## config.mk

```make
export PLATFORM = sky130hd
export DESIGN_NAME = packetfilt_dispatcher
export DESIGN_NICKNAME = d
export VERILOG_FILES = /design/src/rtl/packetfilt_dispatcher.sv
export SDC_FILE = /design/constraint.sdc
export NUM_CORES = 1
export LEC_CHECK = 0
export ABC_AREA = 1
export ABC_CLOCK_PERIOD_IN_PS = 8550
export CORE_AREA = 2 2 613 615
export CTS_CLUSTER_DIAMETER = 40
export CTS_CLUSTER_SIZE = 25
export DETAILED_ROUTE_END_ITERATION = 6
export DIE_AREA = 0 0 615 617
export GPL_ROUTABILITY_DRIVEN = 0
export SLEW_MARGIN = 10
export SYNTH_ARGS = -nofsm -noshare
export SYNTH_HDL_FRONTEND = slang
export SYNTH_SLANG_ARGS = --single-unit
```

## constraint.sdc

```tcl
create_clock -name axi_aclk -period 8.55 [get_ports axi_aclk]
set_clock_uncertainty 0.05 [all_clocks]
set_input_delay 0.855 -clock axi_aclk [delete_from_list [all_inputs] [get_ports axi_aclk]]
set_output_delay 0.855 -clock axi_aclk [all_outputs]
set_load 0.005 [all_outputs]
```

## src/rtl/packetfilt_dispatcher.sv

```systemverilog
// Order-preserving dispatcher: snooper packets go round-robin to free BPF VMs,
// and the forwarder is granted to VMs strictly in the order they were snooped.
module packetfilt_dispatcher #(
  parameter int N                    = 8,
  parameter int SNOOP_FWD_ADDR_WIDTH = 8,
  parameter int DATA_WIDTH           = 128
) (
  input  logic                                  axi_aclk,
  input  logic                                  axi_aresetn,

  input  logic [SNOOP_FWD_ADDR_WIDTH-1:0]       snooper_wr_addr,
  input  logic [DATA_WIDTH-1:0]                 snooper_wr_data,
  input  logic                                  snooper_wr_en,
  input  logic                                  snooper_done,
  output logic                                  ready_for_snooper,

  output logic [SNOOP_FWD_ADDR_WIDTH-1:0]       vm_snooper_wr_addr,
  output logic [DATA_WIDTH-1:0]                 vm_snooper_wr_data,
  output logic [N-1:0]                          vm_snooper_wr_en,
  output logic [N-1:0]                          vm_snooper_done,
  input  logic [N-1:0]                          vm_ready_for_snooper,
  input  logic [N-1:0]                          vm_rej,

  input  logic [SNOOP_FWD_ADDR_WIDTH-1:0]       forwarder_rd_addr,
  input  logic                                  forwarder_rd_en,
  output logic [DATA_WIDTH-1:0]                 forwarder_rd_data,
  input  logic                                  forwarder_done,
  output logic                                  ready_for_forwarder,
  output logic [SNOOP_FWD_ADDR_WIDTH:0]         len_to_forwarder,

  output logic [SNOOP_FWD_ADDR_WIDTH-1:0]       vm_forwarder_rd_addr,
  output logic [N-1:0]                          vm_forwarder_rd_en,
  input  logic [N*DATA_WIDTH-1:0]               vm_forwarder_rd_data,
  output logic [N-1:0]                          vm_forwarder_done,
  input  logic [N-1:0]                          vm_ready_for_forwarder,
  input  logic [N*(SNOOP_FWD_ADDR_WIDTH+1)-1:0] vm_len_to_forwarder,

  output logic [$clog2(N):0]                    outstanding
);

  localparam int A  = SNOOP_FWD_ADDR_WIDTH;
  localparam int D  = DATA_WIDTH;
  localparam int IW = $clog2(N);

  localparam logic [0:0] S_IDLE   = 1'b0;
  localparam logic [0:0] S_ACTIVE = 1'b1;
  localparam logic [0:0] F_IDLE   = 1'b0;
  localparam logic [0:0] F_ACTIVE = 1'b1;

  localparam logic [IW-1:0] PTR_ONE = IW'(1);
  localparam logic [IW:0]   CNT_ONE = (IW+1)'(1);

  logic [0:0]    s_state, f_state;
  logic [IW-1:0] ssel, last_s, fsel;
  logic [N-1:0]  busy, rej_flag;
  logic [IW-1:0] fifo_mem [N];
  logic [IW-1:0] rd_ptr, wr_ptr;
  logic [IW:0]   count;
  logic [A:0]    len_q;

  logic          scan_hit;
  logic [IW-1:0] scan_idx;
  logic [IW-1:0] head;
  logic          push, pop, f_retire_rej, f_grant, f_done;
  logic [IW-1:0] pop_idx;

  // Round-robin scan starting just after the last allocated VM.
  always_comb begin
    scan_hit = 1'b0;
    scan_idx = '0;
    for (int unsigned k = 0; k < N; k++) begin
      if (!scan_hit && vm_ready_for_snooper[IW'(last_s + IW'(k + 1))]
          && !busy[IW'(last_s + IW'(k + 1))]) begin
        scan_hit = 1'b1;
        scan_idx = IW'(last_s + IW'(k + 1));
      end
    end
  end

  always_comb begin
    head         = fifo_mem[rd_ptr];
    push         = (s_state == S_ACTIVE) && snooper_done;
    f_retire_rej = (f_state == F_IDLE) && (count != '0) && rej_flag[head];
    f_grant      = (f_state == F_IDLE) && (count != '0) && !rej_flag[head]
                   && vm_ready_for_forwarder[head];
    f_done       = (f_state == F_ACTIVE) && forwarder_done;
    pop          = f_retire_rej || f_done;
    pop_idx      = f_done ? fsel : head;
  end

  always_comb begin
    vm_snooper_wr_en   = '0;
    vm_snooper_done    = '0;
    vm_forwarder_rd_en = '0;
    vm_forwarder_done  = '0;
    if (s_state == S_ACTIVE) begin
      vm_snooper_wr_en[ssel] = snooper_wr_en;
      vm_snooper_done[ssel]  = snooper_done;
    end
    if (f_state == F_ACTIVE) begin
      vm_forwarder_rd_en[fsel] = forwarder_rd_en;
      vm_forwarder_done[fsel]  = forwarder_done;
    end
  end

  // Broadcasts and the read mux are forced low while reset is held.
  always_comb begin
    vm_snooper_wr_addr   = axi_aresetn ? snooper_wr_addr : '0;
    vm_snooper_wr_data   = axi_aresetn ? snooper_wr_data : '0;
    vm_forwarder_rd_addr = axi_aresetn ? forwarder_rd_addr : '0;
    forwarder_rd_data    = axi_aresetn ? vm_forwarder_rd_data[fsel*D +: D] : '0;
  end

  assign ready_for_snooper   = (s_state == S_ACTIVE);
  assign ready_for_forwarder = (f_state == F_ACTIVE);
  assign len_to_forwarder    = len_q;
  assign outstanding         = count;

  always_ff @(posedge axi_aclk or negedge axi_aresetn) begin
    if (!axi_aresetn) begin
      s_state <= S_IDLE;
      ssel    <= '0;
      last_s  <= IW'(N - 1);
    end else if (s_state == S_IDLE) begin
      if (scan_hit) begin
        ssel    <= scan_idx;
        last_s  <= scan_idx;
        s_state <= S_ACTIVE;
      end
    end else if (snooper_done) begin
      s_state <= S_IDLE;
    end
  end

  always_ff @(posedge axi_aclk or negedge axi_aresetn) begin
    if (!axi_aresetn) begin
      f_state <= F_IDLE;
      fsel    <= '0;
      len_q   <= '0;
    end else if (f_state == F_IDLE) begin
      if (f_grant) begin
        fsel    <= head;
        len_q   <= vm_len_to_forwarder[head*(A+1) +: (A+1)];
        f_state <= F_ACTIVE;
      end
    end else if (forwarder_done) begin
      f_state <= F_IDLE;
    end
  end

  always_ff @(posedge axi_aclk or negedge axi_aresetn) begin
    if (!axi_aresetn) begin
      for (int unsigned i = 0; i < N; i++) fifo_mem[i] <= '0;
      rd_ptr <= '0;
      wr_ptr <= '0;
      count  <= '0;
    end else begin
      if (push) begin
        fifo_mem[wr_ptr] <= ssel;
        wr_ptr           <= wr_ptr + PTR_ONE;
      end
      if (pop) rd_ptr <= rd_ptr + PTR_ONE;
      case ({push, pop})
        2'b10:   count <= count + CNT_ONE;
        2'b01:   count <= count - CNT_ONE;
        default: count <= count;
      endcase
    end
  end

  // Retirement wins over a same-cycle reject; a reject for the VM being
  // forwarded is ignored because that VM has already accepted its packet.
  always_ff @(posedge axi_aclk or negedge axi_aresetn) begin
    if (!axi_aresetn) begin
      busy     <= '0;
      rej_flag <= '0;
    end else begin
      for (int unsigned i = 0; i < N; i++) begin
        if (pop && (pop_idx == IW'(i))) begin
          busy[i]     <= 1'b0;
          rej_flag[i] <= 1'b0;
        end else begin
          if (push && (ssel == IW'(i))) busy[i] <= 1'b1;
          if (vm_rej[i] && busy[i] && !((f_state == F_ACTIVE) && (fsel == IW'(i))))
            rej_flag[i] <= 1'b1;
        end
      end
    end
  end

endmodule

```

# Word-level counts from Yosys, hierarchy flattened
# Index checks and enable logic that the tools add are counted.
# totals
out_inout_bits	319
in_bits	1270
regBits	70
wordCells	316
# classes
shifts	2
multipliers	1
bitwise	8
order_cmp	16
eq_ne	23
mux	110
add_sub_neg	11
n_reduce_logical	112
# op_table
operator	count
1024-bit by 11-bit indexed part select with 128-bit output	1
128-bit two-way mux	2
72-bit by 8-bit indexed part select with 9-bit output	1
1-bit two-way mux	66
1-bit logical AND	64
1-bit binary-select mux with 3-bit select	18
8-bit two-way mux	6
3-bit by 4-bit < comparator with 1-bit output, second input constant	11
3-bit == test, second input constant	12
3-bit two-way mux	12
2-bit nonzero test	17
8-bit bitwise AND	4
24-bit bitwise mux	1
1-bit logical NOT	24
3-bit by 2-bit == test with 1-bit output, second input constant	6
3-bit adder, second input constant	4
3-bit by 1-bit adder with 3-bit output, second input constant	3
3-bit binary-select mux with 3-bit select	1
3-bit demux with 3-bit select	1
3-bit by 1-bit == test with 1-bit output, second input constant	3
3-bit logical NOT	3
4-bit greater-or-equal comparator, second input constant	2
3-bit inverter with 4-bit output	2
4-bit case mux with 2 select lines	1
other kinds (13)	18

# Logic depth before layout (Yosys ltp)
# logic_depth
word_depth	36
ltp_mapped	22
ltp_nobuf	20

# Worst setup path after synthesis
# OpenSTA, ideal clock, no wires.
# synth_timing
path_type	flip-flop to flip-flop
startpoint	register rd_ptr[0]
endpoint	register count[3], in the netlist outstanding[3]
period_less_slack_ps	2909
path_buffers	3
setup_ps	123
arrival_time_ps	2736
required_ps	8377
setup_slack_ps	5641
stages_incl_launch_ff	22
cell_sequence	dfrtp_1 > inv_2 > buf_6 > o21ai_2 > o211ai_4 > nand2_4 > buf_8 > nand2_1 > nand3_2 > nand3_2 > nand3_2 > nand2_4 > buf_6 > ha_1 > ha_1 > nand2_1 > nor2_1 > a211oi_1 > nor2_1 > nor2_1 > nand2_1 > xnor2_1
# synth_between
elab_chain_len	10
elab_cells_between_ends	12
classes_between	eq/ne (2); mux (6); bitwise (1); reduce/logical (3)
# synth_rtl
element	line_no	rtl
from (decl)	57	logic [IW-1:0] rd_ptr, wr_ptr;
from (signal assigned)	162	if (pop) rd_ptr <= rd_ptr + PTR_ONE;
3-bit inverter with 4-bit output (not written as such) (*)	81	head = fifo_mem[rd_ptr];
3-bit binary-select mux with 3-bit select (*)	81	
3-bit two-way mux (not written as such) (*) (2 in series)	81	
1-bit binary-select mux with 3-bit select (*)	83	f_retire_rej = (f_state == F_IDLE) && (count != '0) && rej_flag[head];
1-bit two-way mux (not written as such) (*)	83	
1-bit logical AND (*)	83	
1-bit logical OR (*)	87	pop = f_retire_rej || f_done;
2-bit by 1-bit == test with 1-bit output or 2-bit == test (tied branches)	163	case ({push, pop})
4-bit case mux with 2 select lines or 2-bit nonzero test (tied branches)	--	
to (signal assigned)	164	2'b10: count <= count + CNT_ONE;
to (signal assigned)	165	2'b01: count <= count - CNT_ONE;
to (signal assigned)	166	default: count <= count;
to (decl)	58	logic [IW:0] count;
# Every way passes the cells marked *; elsewhere a longest branch is shown, timed or not. The select of a mux whose other input is x is not followed.
# A chain may end at the register's enable or synchronous reset.

# Worst setup path in the final report
# layout_timing
startpoint	register fsel[0]
endpoint	output forwarder_rd_data[19]
# layout_between
elab_chain_len	2
# layout_rtl
element	line_no	rtl
from (decl)	54	logic [IW-1:0] ssel, last_s, fsel;
from (signal assigned)	138	fsel <= '0;
from (signal assigned)	142	fsel <= head;
1024-bit by 11-bit indexed part select with 128-bit output	111	forwarder_rd_data = axi_aresetn ? vm_forwarder_rd_data[fsel*D +: D] : '0;
128-bit two-way mux	111	
to (decl)	26	output logic [DATA_WIDTH-1:0] forwarder_rd_data,
# Every way passes these cells.

==> summary.txt <==
Run status
  – Status: finished, violations left
  – Failing checks: DRC

Floorplan
  – Die W: 615 um
  – I/O pins: 1,589
  – Core area: 0.374 mm^2
  – Row count: 225
  – Full die area: 0.379 mm^2
  – Initial core utilization: 0.0355
  – Die Y: 617 um

STA
  – Tmin final: 5340 ps
  – Least-Margin Pin Slew: 1310 ps
  – Slew HR: 0.127
  – Final hold vios: 0
  – Unrepaired setup endpoints after global routing: false
  – # setup viols final: 0
  – Pins Over Slew Limit: 0
  – Post-route clock period utilization: 0.625
  – Fmax: 0.187 GHz
  – TNS Setup: 0 ps

Final layout
  – Final Net Count: 5,076
  – Fraction of layout cells with a size suffix above 1: 0.0426
  – Most common cell after layout, fill and taps aside: clkdlybuf4s50_1
  – Util after Layout: 0.0958
  – Post-route cell area: 0.0358 mm^2
  – # fillers: 43,797
  – Most frequent cells in the layout: clkdlybuf4s50_1 (1,586), nand2_1 (852), a22oi_1 (354)
  – Synthesis-to-finish area growth: 170%

Clock tree
  – CTS hold repair buffers: 0
  – TritonCTS buffer count: 9
  – CTS Buffer Depth: 2
  – CTS tree: done
  – CTS root buf: clkbuf_16
  – H-Tree Level Count: 3
  – # clock sinks: 70
  – Post-CTS Setup Inserts: 0
  – Resized cells post-CTS: 0
  – Clock-pin slew on the worst setup and hold paths: 100 ps
  – Clk Latency, worst-skew pair: 410 ps

Synth
  – Netlist cell types: 51
  – Total of warnings raised by yosys: 0
  – Post-synthesis sequential area ratio: 0.132
  – Syn Nets: 3,604
  – Most used DFF post-synth: dfrtp_1
  – Mapped Area: 0.0133 mm^2
  – Avg Inst Size Synth: 5.71 um^2
  – Ys async rst share: 1.00
  – Yosys reg bits: 70
  – Post-Synthesis Cells: 2,326
  – Number of flops mapped to enable cells by yosys: 0

Critical path
  – Slowest cell on the critical path: clkdlybuf4s50_1
  – Crit-path max FO: 57
  – CP Class: reg -> out
  – Startpoint Class: register
  – Top cell by count, worst path: nand2_1
  – Worst endpoint required time: 7650 ps
  – Slowest Stage Delay on Critical Path: 1050 ps
  – CP Capture Type: primary output
  – Critical path, cell by cell: nand2_1 -> inv_8 -> buf_4 -> a22oi_1 -> nand2_1 -> o21ai_0 -> a31oi_1 -> clkdlybuf4s50_1
  – WP data arrival: 4440 ps

Route
  – Pre-antenna DRT Iters: 7
  – Via count: 27,004
  – DRT antenna net count: 0
  – Vias/cell: 3.04
  – Routed len/inst: 36.3 um
  – Starting DRT DRC Count: 3,195
  – Total wire length: 322 mm
  – DRC: 139

Place
  – Detailed Place HPWL: 296 mm
  – Area after DPL: 0.0353 mm^2
  – Port-buffer cells: 1,588

Flow run
  – MaxCap Viol Count: 0

Pwr
  – PD cells: 253 mW/mm^2
  – Leakage: 0.0129 uW
  – Worst vdd ir: 0.237 mV

Global routing
  – M3 GR Usage: 0.0949
  – First-pass GRT wire length: 373 mm
  – Initial antenna violation count: 383
  – Tot GR Track Use: 0.162
  – Met1 usage: 0.165
  – Largest net degree at the start of global routing: 126
  – Grt peak-use layer: met2
  – Met2 Use GR: 0.274
  – GR Overflow Total: 0
  – Number of global-route vias before repair: 24,258

Hold path
  – Hold WC Path Type: in -> async
sequential cells by signal (all words and copies together), names as in the netlist:
register             cells
ready_for_snooper        1
wr_ptr                   3
last_s                   3
ssel                     3
rej_flag                 8
rd_ptr                   3
fsel                     3
busy                     8
len_to_forwarder         9
outstanding              4
ready_for_forwarder      1
fifo_mem                24
worst max-delay path, delay by kind of cell (launching register included):
family,cells,cell delay [ps]
buffers and inverters,3,2070
flip-flops,1,590
AND/OR/NAND/NOR,2,330
AO/OA/AOI/OAI,3,920
routing by layer:
layer	vias up	share of wire
met4	196	0.043
li1	11151	-
met2	2245	0.47
met5	-	0.0052
met1	12624	0.34
met3	788	0.14
power breakdown:
part           internal, uW  total [uW]  switching [uW]  leakage (uW)
Sequential              503         715             212      0.000858
Combinational          2490        7900            5410        0.0119
Clock                   236         436             200      0.000150
Total                  3230        9050            5820        0.0129
path summary, 6_finish.rpt:
kind / start / endpoint / slack, ps / depth (start not counted)
setup / recovery: fsel[0] / forwarder_rd_data[19] / 3210 / 8
hold / removal: axi_aresetn / wr_ptr[2] / 390 / 1
setup reg to reg: rd_ptr[0] / outstanding[3] / 4160 / 19
hold reg to reg: len_to_forwarder[0] / len_to_forwarder[0] / 430 / 2
max in group asynchronous: axi_aresetn / busy[3] / 7090 / 2
min in group axi_aclk: len_to_forwarder[0] / len_to_forwarder[0] / 430 / 2
cell usage after synthesis (all sizes together), types with 4 or more instances:
master / number / area (um^2)
nand2: 859 / 3260
a22oi: 356 / 2670
inv: 233 / 875
o21ai: 171 / 897
clkbuf: 129 / 484
nand3: 97 / 543
a41oi: 88 / 771
nor2: 81 / 319
buf: 75 / 444
dfrtp: 67 / 1680
a211oi: 35 / 263
a31oi: 32 / 200
a21oi: 17 / 100
a221oi: 17 / 149
nand4: 14 / 103
or2: 10 / 62.6
ha: 7 / 87.6
nor3: 7 / 35.0
xor2: 6 / 60.1
nand3b: 4 / 30.0
o211ai: 4 / 53.8
metrics by stage:
stage / total power (uW) / hold slack [ps] / setup WS, ps / std cells
6_report: 9050 / 387 / 3210 / 8886
5_1_grt: 9600 / 435 / 3090 / 8843
4_1_cts: 9250 / 419 / 3030 / 8797
3_5_place_dp: 8780 / 416 / 3510 / 8781
3_3_place_gp: 8790 / 411 / 3290 / 8780
2_1_floorplan: 4060 / 398 / 5640 / 2326
cells by family after synthesis:
family	after synthesis	synth area share
AO/OA/AOI/OAI	726	0.388
XOR/XNOR	9	0.00650
adder cells (fa/ha/maj)	8	0.00810
buffers and inverters	440	0.137
flip-flops	70	0.132
multiplexers	1	0.000754
AND/OR/NAND/NOR	1072	0.328
layout make-up:
cell class	count	area (um^2)	area share
clock inverter	6	68.8	0.00192
tap	4994	6250	0.175
antenna	89	223	0.00622
timing repair buffer	1665	16600	0.464
inverter	236	898	0.0251
multi-input combinational	1816	9760	0.273
clock buffer	10	239	0.00668
sequential	70	1760	0.0492
No activity file was read; power rests on OpenSTA's default activity.
